[src/rtl/game_input_pkg.sv]
// Shared scancode constants and state encodings for the game input controller.
package game_input_pkg;

    localparam logic [7:0] SC_EXT    = 8'hE0;
    localparam logic [7:0] SC_BRK    = 8'hF0;
    localparam logic [7:0] SC_A      = 8'h1C;
    localparam logic [7:0] SC_D      = 8'h23;
    localparam logic [7:0] SC_LARROW = 8'h6B;
    localparam logic [7:0] SC_RARROW = 8'h74;
    localparam logic [7:0] SC_SPACE  = 8'h29;
    localparam logic [7:0] SC_P      = 8'h4D;
    localparam logic [7:0] SC_ENTER  = 8'h5A;

    typedef enum logic [1:0] {
        GS_TITLE  = 2'd0,
        GS_RUN    = 2'd1,
        GS_PAUSED = 2'd2,
        GS_OVER   = 2'd3
    } game_state_t;

    typedef enum logic [1:0] {
        PS_BASE    = 2'd0,
        PS_EXT     = 2'd1,
        PS_BRK     = 2'd2,
        PS_EXT_BRK = 2'd3
    } parse_state_t;

endpackage

[src/rtl/game_input_ctrl_if.sv]
// Keyboard-side inputs and game-control outputs of the input controller.
interface game_input_ctrl_if;

    logic [7:0] key_data;
    logic       key_pressed;
    logic       game_over;
    logic       move_left;
    logic       move_right;
    logic       fire;
    logic       pause;
    logic       game_status;
    logic [1:0] state;

    modport master (
        output key_data, key_pressed, game_over,
        input  move_left, move_right, fire, pause, game_status, state
    );

    modport slave (
        input  key_data, key_pressed, game_over,
        output move_left, move_right, fire, pause, game_status, state
    );

endinterface

[src/rtl/ps2_scan_parser.sv]
// PS2 prefix decoder: folds E0/F0 prefixes into one code_valid strobe per key event.
module ps2_scan_parser
    import game_input_pkg::*;
(
    input  logic       clock,
    input  logic       reset,
    input  logic [7:0] key_data,
    input  logic       key_pressed,
    output logic       code_valid,
    output logic [7:0] code,
    output logic       is_ext,
    output logic       is_break
);

    parse_state_t ps, ps_next;

    always_ff @(posedge clock) begin
        if (reset) ps <= PS_BASE;
        else       ps <= ps_next;
    end

    // Code is emitted combinationally on the final byte so held flags land at t+1.
    always_comb begin
        ps_next    = ps;
        code_valid = 1'b0;
        code       = key_data;
        is_ext     = (ps == PS_EXT) || (ps == PS_EXT_BRK);
        is_break   = (ps == PS_BRK) || (ps == PS_EXT_BRK);
        if (key_pressed) begin
            unique case (ps)
                PS_BASE: begin
                    if (key_data == SC_EXT)      ps_next = PS_EXT;
                    else if (key_data == SC_BRK) ps_next = PS_BRK;
                    else                         code_valid = 1'b1;
                end
                PS_EXT: begin
                    if (key_data == SC_EXT)      ps_next = PS_EXT;
                    else if (key_data == SC_BRK) ps_next = PS_EXT_BRK;
                    else begin
                        code_valid = 1'b1;
                        ps_next    = PS_BASE;
                    end
                end
                PS_BRK, PS_EXT_BRK: begin
                    code_valid = 1'b1;
                    ps_next    = PS_BASE;
                end
            endcase
        end
    end

endmodule

[src/rtl/game_input_ctrl.sv]
// Held-key tracking, game state machine, direction arbitration and rate-limited fire.
module game_input_ctrl
    import game_input_pkg::*;
#(
    parameter int FIRE_COOLDOWN = 5000000,
    parameter int CNT_W         = 23
) (
    input logic              clock,
    input logic              reset,
    game_input_ctrl_if.slave bus
);

    logic       code_valid;
    logic [7:0] code;
    logic       is_ext;
    logic       is_break;

    ps2_scan_parser u_parser (
        .clock      (clock),
        .reset      (reset),
        .key_data   (bus.key_data),
        .key_pressed(bus.key_pressed),
        .code_valid (code_valid),
        .code       (code),
        .is_ext     (is_ext),
        .is_break   (is_break)
    );

    logic hit_left, hit_right, hit_fire, hit_pause, hit_enter;
    logic held_left, held_right, held_fire, held_pause, held_enter;
    logic held_left_n, held_right_n, held_fire_n, held_pause_n, held_enter_n;
    logic edge_left, edge_right, edge_pause, edge_enter;
    logic last_right, last_right_n;
    logic [CNT_W-1:0] cnt;
    logic fire_q, move_left_q, move_right_q, pause_q, status_q;
    logic move_left_n, move_right_n;

    game_state_t gs, gs_next;

    // Arrow keys only count with the E0 prefix; letter keys only without it.
    always_comb begin
        hit_left  = code_valid && (is_ext ? (code == SC_LARROW) : (code == SC_A));
        hit_right = code_valid && (is_ext ? (code == SC_RARROW) : (code == SC_D));
        hit_fire  = code_valid && !is_ext && (code == SC_SPACE);
        hit_pause = code_valid && !is_ext && (code == SC_P);
        hit_enter = code_valid && !is_ext && (code == SC_ENTER);

        edge_left  = hit_left  && !is_break && !held_left;
        edge_right = hit_right && !is_break && !held_right;
        edge_pause = hit_pause && !is_break && !held_pause;
        edge_enter = hit_enter && !is_break && !held_enter;

        held_left_n  = hit_left  ? !is_break : held_left;
        held_right_n = hit_right ? !is_break : held_right;
        held_fire_n  = hit_fire  ? !is_break : held_fire;
        held_pause_n = hit_pause ? !is_break : held_pause;
        held_enter_n = hit_enter ? !is_break : held_enter;

        last_right_n = edge_right ? 1'b1 : (edge_left ? 1'b0 : last_right);
    end

    always_ff @(posedge clock) begin
        if (reset) gs <= GS_TITLE;
        else       gs <= gs_next;
    end

    always_comb begin
        gs_next = gs;
        unique case (gs)
            GS_TITLE:  if (edge_enter) gs_next = GS_RUN;
            GS_RUN: begin
                if (bus.game_over)   gs_next = GS_OVER;
                else if (edge_pause) gs_next = GS_PAUSED;
            end
            GS_PAUSED: if (edge_pause) gs_next = GS_RUN;
            GS_OVER:   if (edge_enter) gs_next = GS_TITLE;
        endcase

        // With both keys held the most recent press wins.
        move_left_n  = (gs_next == GS_RUN) && held_left_n  && (!held_right_n || !last_right_n);
        move_right_n = (gs_next == GS_RUN) && held_right_n && (!held_left_n  ||  last_right_n);
    end

    always_ff @(posedge clock) begin
        if (reset) begin
            held_left    <= 1'b0;
            held_right   <= 1'b0;
            held_fire    <= 1'b0;
            held_pause   <= 1'b0;
            held_enter   <= 1'b0;
            last_right   <= 1'b0;
            move_left_q  <= 1'b0;
            move_right_q <= 1'b0;
            pause_q      <= 1'b0;
            status_q     <= 1'b0;
        end else begin
            held_left    <= held_left_n;
            held_right   <= held_right_n;
            held_fire    <= held_fire_n;
            held_pause   <= held_pause_n;
            held_enter   <= held_enter_n;
            last_right   <= last_right_n;
            move_left_q  <= move_left_n;
            move_right_q <= move_right_n;
            pause_q      <= (gs_next == GS_PAUSED);
            status_q     <= (gs_next == GS_RUN);
        end
    end

    // The cooldown only runs across cycles spent entirely in RUN, so fire never
    // coincides with leaving RUN and the counter is frozen while paused.
    always_ff @(posedge clock) begin
        if (reset) begin
            cnt    <= '0;
            fire_q <= 1'b0;
        end else begin
            fire_q <= 1'b0;
            if ((gs == GS_RUN) && (gs_next == GS_RUN)) begin
                if (held_fire && (cnt == '0)) begin
                    fire_q <= 1'b1;
                    cnt    <= CNT_W'(FIRE_COOLDOWN - 1);
                end else if (cnt != '0) begin
                    cnt <= cnt - CNT_W'(1);
                end
            end else if ((gs == GS_TITLE) && (gs_next == GS_RUN)) begin
                cnt <= '0;
            end
        end
    end

    assign bus.move_left   = move_left_q;
    assign bus.move_right  = move_right_q;
    assign bus.fire        = fire_q;
    assign bus.pause       = pause_q;
    assign bus.game_status = status_q;
    assign bus.state       = gs;

endmodule

[src/flat_wrapper.sv]
// flat-port wrapper written by rule: the top's interface ports become plain ports
module game_input_ctrl_flat import game_input_pkg::*;
#(
    parameter int FIRE_COOLDOWN = 5000000,
    parameter int CNT_W         = 23
)
  (clock, reset, bus_key_data, bus_key_pressed, bus_game_over, bus_move_left, bus_move_right, bus_fire, bus_pause, bus_game_status, bus_state);
  game_input_ctrl_if bus_i ();
  input logic clock;
  input logic reset;
  input wire logic [$bits(bus_i.key_data)-1:0] bus_key_data;
  input wire logic [$bits(bus_i.key_pressed)-1:0] bus_key_pressed;
  input wire logic [$bits(bus_i.game_over)-1:0] bus_game_over;
  output wire logic [$bits(bus_i.move_left)-1:0] bus_move_left;
  output wire logic [$bits(bus_i.move_right)-1:0] bus_move_right;
  output wire logic [$bits(bus_i.fire)-1:0] bus_fire;
  output wire logic [$bits(bus_i.pause)-1:0] bus_pause;
  output wire logic [$bits(bus_i.game_status)-1:0] bus_game_status;
  output wire logic [$bits(bus_i.state)-1:0] bus_state;
  assign bus_i.key_data = bus_key_data;
  assign bus_i.key_pressed = bus_key_pressed;
  assign bus_i.game_over = bus_game_over;
  assign bus_move_left = bus_i.move_left;
  assign bus_move_right = bus_i.move_right;
  assign bus_fire = bus_i.fire;
  assign bus_pause = bus_i.pause;
  assign bus_game_status = bus_i.game_status;
  assign bus_state = bus_i.state;
  game_input_ctrl #(.FIRE_COOLDOWN(FIRE_COOLDOWN), .CNT_W(CNT_W)) u_core (.clock(clock), .reset(reset), .bus(bus_i));
endmodule
[config.mk]
export PLATFORM = sky130hd
export DESIGN_NAME = game_input_ctrl_flat
export DESIGN_NICKNAME = d
export VERILOG_FILES = /design/src/rtl/game_input_pkg.sv /design/src/rtl/game_input_ctrl_if.sv /design/src/rtl/ps2_scan_parser.sv /design/src/rtl/game_input_ctrl.sv /design/src/flat_wrapper.sv
export SDC_FILE = /design/constraint.sdc
export NUM_CORES = 1
export LEC_CHECK = 0
export CORE_ASPECT_RATIO = 1.2
export CORE_MARGIN = 2
export CORE_UTILIZATION = 45
export DETAILED_ROUTE_END_ITERATION = 8
export GPL_TIMING_DRIVEN = 0
export REMOVE_ABC_BUFFERS = 1
export SLEW_MARGIN = 20
export SYNTH_ARGS = -nofsm -noshare
export SYNTH_HDL_FRONTEND = slang
export SYNTH_SLANG_ARGS = --single-unit
[constraint.sdc]
create_clock -name clock -period 2.6 [get_ports clock]
set_input_delay 0.65 -clock clock [delete_from_list [all_inputs] [get_ports clock]]
set_output_delay 0.65 -clock clock [all_outputs]
set_load 0.005 [all_outputs]
==> metrics.cfg <==
[flow_run]
maxCapViolCount=0

[routing]
wire_per_inst_um=16.2
firstDrtPassIters=4
vias=2194
finalWirelength_um=5920
vias_per_cell=5.99
dr.first_iter.drc_count=64
postRouteAntennaNets=0
drc_errors=0

[pwr]
irDropWorstVdd_uv=235
power_density_nw_per_um2=389
power.leakage_nw=0.962

[yosys]
netlist_instances=288
async_reset_ff_share_pct=0
yosys_warnings=0
ys_types=58
yosysSeqAreaShare_pct=33.4
synth_edf_count=0
syn-cell-area_um2=2280
synth_ff_type=dfxtp_1
ys_ff_latch=38
syn_avg_cell_area_um2=7.92

[timing]
fmax_mhz=398
fin_crit_sh_pct=96.7
worstMarginPinSlew_ns=0.612
hold_viol_final=0
setup_violations=0
min_period_ns=2.51
timing.hold.ws_ns=0.487
maxSlewViolCount=0
relSlewSlack_pct=59.2
setup_tns_ns=0
skew_ns=0.00785

[setup_path]
crit_buf_inv=1
arrival_ns=2.73
critical-path-top-delay-family=simple AND/OR/NAND/NOR gates
worstPathMaxFanout=6
crit_slowest_cell=clkdlybuf4s50_1
startpoint_type=input pin
worstSetupEndpointType=flip-flop
path_cells=clkdlybuf4s50_1, and4bb_2, nand4_1, o211ai_1, nand2_2, or4_1, a21oi_1
critPathRequiredTime_ns=2.81
slowest_delay_ns=0.58
critPathKind=input pin to flip-flop

[clock_tree]
clk_latency_ns=0.29
clockBufferDepth=2
clock_sinks=38
cts_tree=built
cts.htree.levels=2
cts_buffers=5
path_clk_slew_ns=0.07
clock-root-buffer=clkbuf_8

[finish]
multi_input_area_um2=1500
antenna_cells=0
n_fill_cell=509
areaGrowthSynthToFinish_pct=16.6
post-route-util_pct=54.2
ff_latch_area_um2=761
nets=319
drive_gt1_share_pct=15.0

[grt]
grt_max_degree=30
grt_pass1_wl_um=9560
grt-ovfl-total=0
grt_pass1_vias=2084
antenna_found_initial=0
grt_usage_pct=22.5

[floorplanning]
row_count=28
die_x_um=69.0
die_h_um=82.0
start_util_pct=46.5
die-area_um2=5650
io_pins=19
core_area_um2=4900

[place]
portBuffers=18
gp_congestion=0.798
hpwl_um=3980

[run_status]
status=completed

[worst_hold_path]
min_path_type=flip-flop to flip-flop

-- per-stage QoR --
stage / area, um^2 / cells / setup slack, ns / power, mW
final: 2660 / 366 / 0.0868 / 1.03
after global routing: 2660 / 366 / -0.0158 / 1.08
after CTS: 2600 / 364 / 0.00482 / 1.05
after detailed placement: 2460 / 353 / -0.821 / 0.660
after global placement: 2470 / 353 / -0.849 / 0.661
after floorplan: 2210 / 275 / 0.299 / 0.622
-- worst paths after layout --
check,startpoint,to,slack (ns),cells past startpoint
setup / recovery,bus_key_data[4],u_core.cnt[12]$_SDFFE_PP0P_,0.09,7
hold / removal,u_core.cnt[1]$_SDFFE_PP0P_,u_core.cnt[1]$_SDFFE_PP0P_,0.49,2
setup reg to reg,u_core.cnt[0]$_SDFFE_PP0P_,u_core.cnt[22]$_SDFFE_PP0P_,0.32,8
hold reg to reg,u_core.cnt[1]$_SDFFE_PP0P_,u_core.cnt[1]$_SDFFE_PP0P_,0.49,2
-- state kept, by name, indices dropped and copies added (netlist names) --
| register | flops |
|---|---|
| u_core.u_parser.ps | 2 |
| u_core.held_fire | 1 |
| u_core.bus.game_status | 1 |
| u_core.bus.move_right | 1 |
| u_core.held_enter | 1 |
| u_core.last_right | 1 |
| u_core.bus.state | 2 |
| u_core.held_right | 1 |
| u_core.bus.move_left | 1 |
| u_core.bus.fire | 1 |
| u_core.cnt | 23 |
| u_core.held_pause | 1 |
| u_core.bus.pause | 1 |
| u_core.held_left | 1 |
-- worst min-delay path, cell delays in order, from the launching register on --
cell	delay [ns]
dfxtp_1	0.34
nand2_1	0.06
a21oi_1	0.05
-- cell usage in the layout (no fill, tap or decap), drive strengths merged, types with 2 or more instances in the layout --
cell	Yosys	final
dlymetal6s2s	0	3
and2	3	3
or2	5	5
a211oi	2	2
nand2	24	24
mux2i	3	3
o21ai	16	16
clkdlybuf4s50	0	12
nor3	22	22
nor4b	3	3
inv	7	7
nand3	11	11
nand4	4	4
a21oi	31	31
a31oi	4	4
o21a	2	3
or3	8	8
nand2b	4	4
and4bb	2	2
nand3b	4	4
a2111oi	2	2
or4	5	5
dlygate4sd2	0	2
o22ai	2	2
o211ai	2	2
dfxtp	38	38
nor2	34	34
nand4b	3	3
buf	9	6
clkbuf	4	7
nor4	10	10
o221a	4	4
o32ai	2	2
nor2b	4	4
-- logic make-up after synthesis --
family | Yosys count | share of synthesized area, %
multiplexers | 3 | 1.32
AO/OA/AOI/OAI | 72 | 20.5
flip-flops | 38 | 33.4
buffers and inverters | 21 | 4.28
AND/OR/NAND/NOR | 153 | 40.0
adder cells (fa/ha/maj) | 1 | 0.549
-- layout make-up --
class	count	area share, %
multi-input combinational	230	56.4
sequential	38	28.6
timing repair buffer	23	8.19
clock buffer	7	2.87
tap	60	2.82
inverter	8	1.13
-- report_power, final --
group	internal, mW	switching, mW	leakage [nW]
clock	0.185	0.197	0.0383
sequential	0.583	0.00160	0.306
combinational	0.0294	0.0386	0.617
total	0.797	0.237	0.962
-- synthesized netlist by cell type (2+ instances only) --
cell | instances | area share, %
nor2b_1 | 4 | 1.1
or3_1 | 8 | 2.2
inv_1 | 7 | 1.2
mux2i_1 | 3 | 1.3
buf_2 | 3 | 0.66
nor4_4 | 2 | 1.9
o221a_2 | 4 | 2.0
a31oi_1 | 4 | 1.1
o211ai_1 | 2 | 0.66
o21ai_1 | 12 | 2.6
nand3_1 | 11 | 2.4
nand4_1 | 4 | 1.1
or2_2 | 4 | 1.1
nand2b_1 | 4 | 1.1
buf_6 | 2 | 0.99
nor4b_1 | 2 | 0.77
buf_1 | 4 | 0.66
nor4_1 | 7 | 1.9
o22ai_1 | 2 | 0.55
o32ai_1 | 2 | 0.77
nor2_1 | 34 | 5.6
a211oi_1 | 2 | 0.66
nand2_1 | 24 | 4.0
nor3_2 | 3 | 1.3
or4_1 | 3 | 0.99
and4bb_2 | 2 | 1.1
a21oi_1 | 31 | 6.8
and2_1 | 3 | 0.82
nor3_1 | 18 | 4.0
dfxtp_1 | 38 | 33
nand3b_1 | 4 | 1.3
or4_4 | 2 | 0.99
nand4b_1 | 2 | 0.77
o21ai_0 | 4 | 0.88
clkbuf_1 | 4 | 0.66
-- metal layers --
layer  GRT usage, %  vias to the layer above  share of wire (%)
li1               -                     1104                  -
met1           25.3                     1029                 42
met2           41.0                       53                 51
met3           3.97                        8                4.9
met4           9.02                        0                1.7
met5              0                        -                  0
-- repair_timing --
| item | in CTS | in global routing |
|---|---|---|
| buffers inserted | 3 | 2 |
| resized for setup | 9 | 9 |
| hold buffers | 0 | 0 |
| endpoints found under the setup margin | 27 | 24 |
| cloned | 1 | 0 |
| pin swaps | 5 | 4 |
Power figures use the tool's default switching activity.
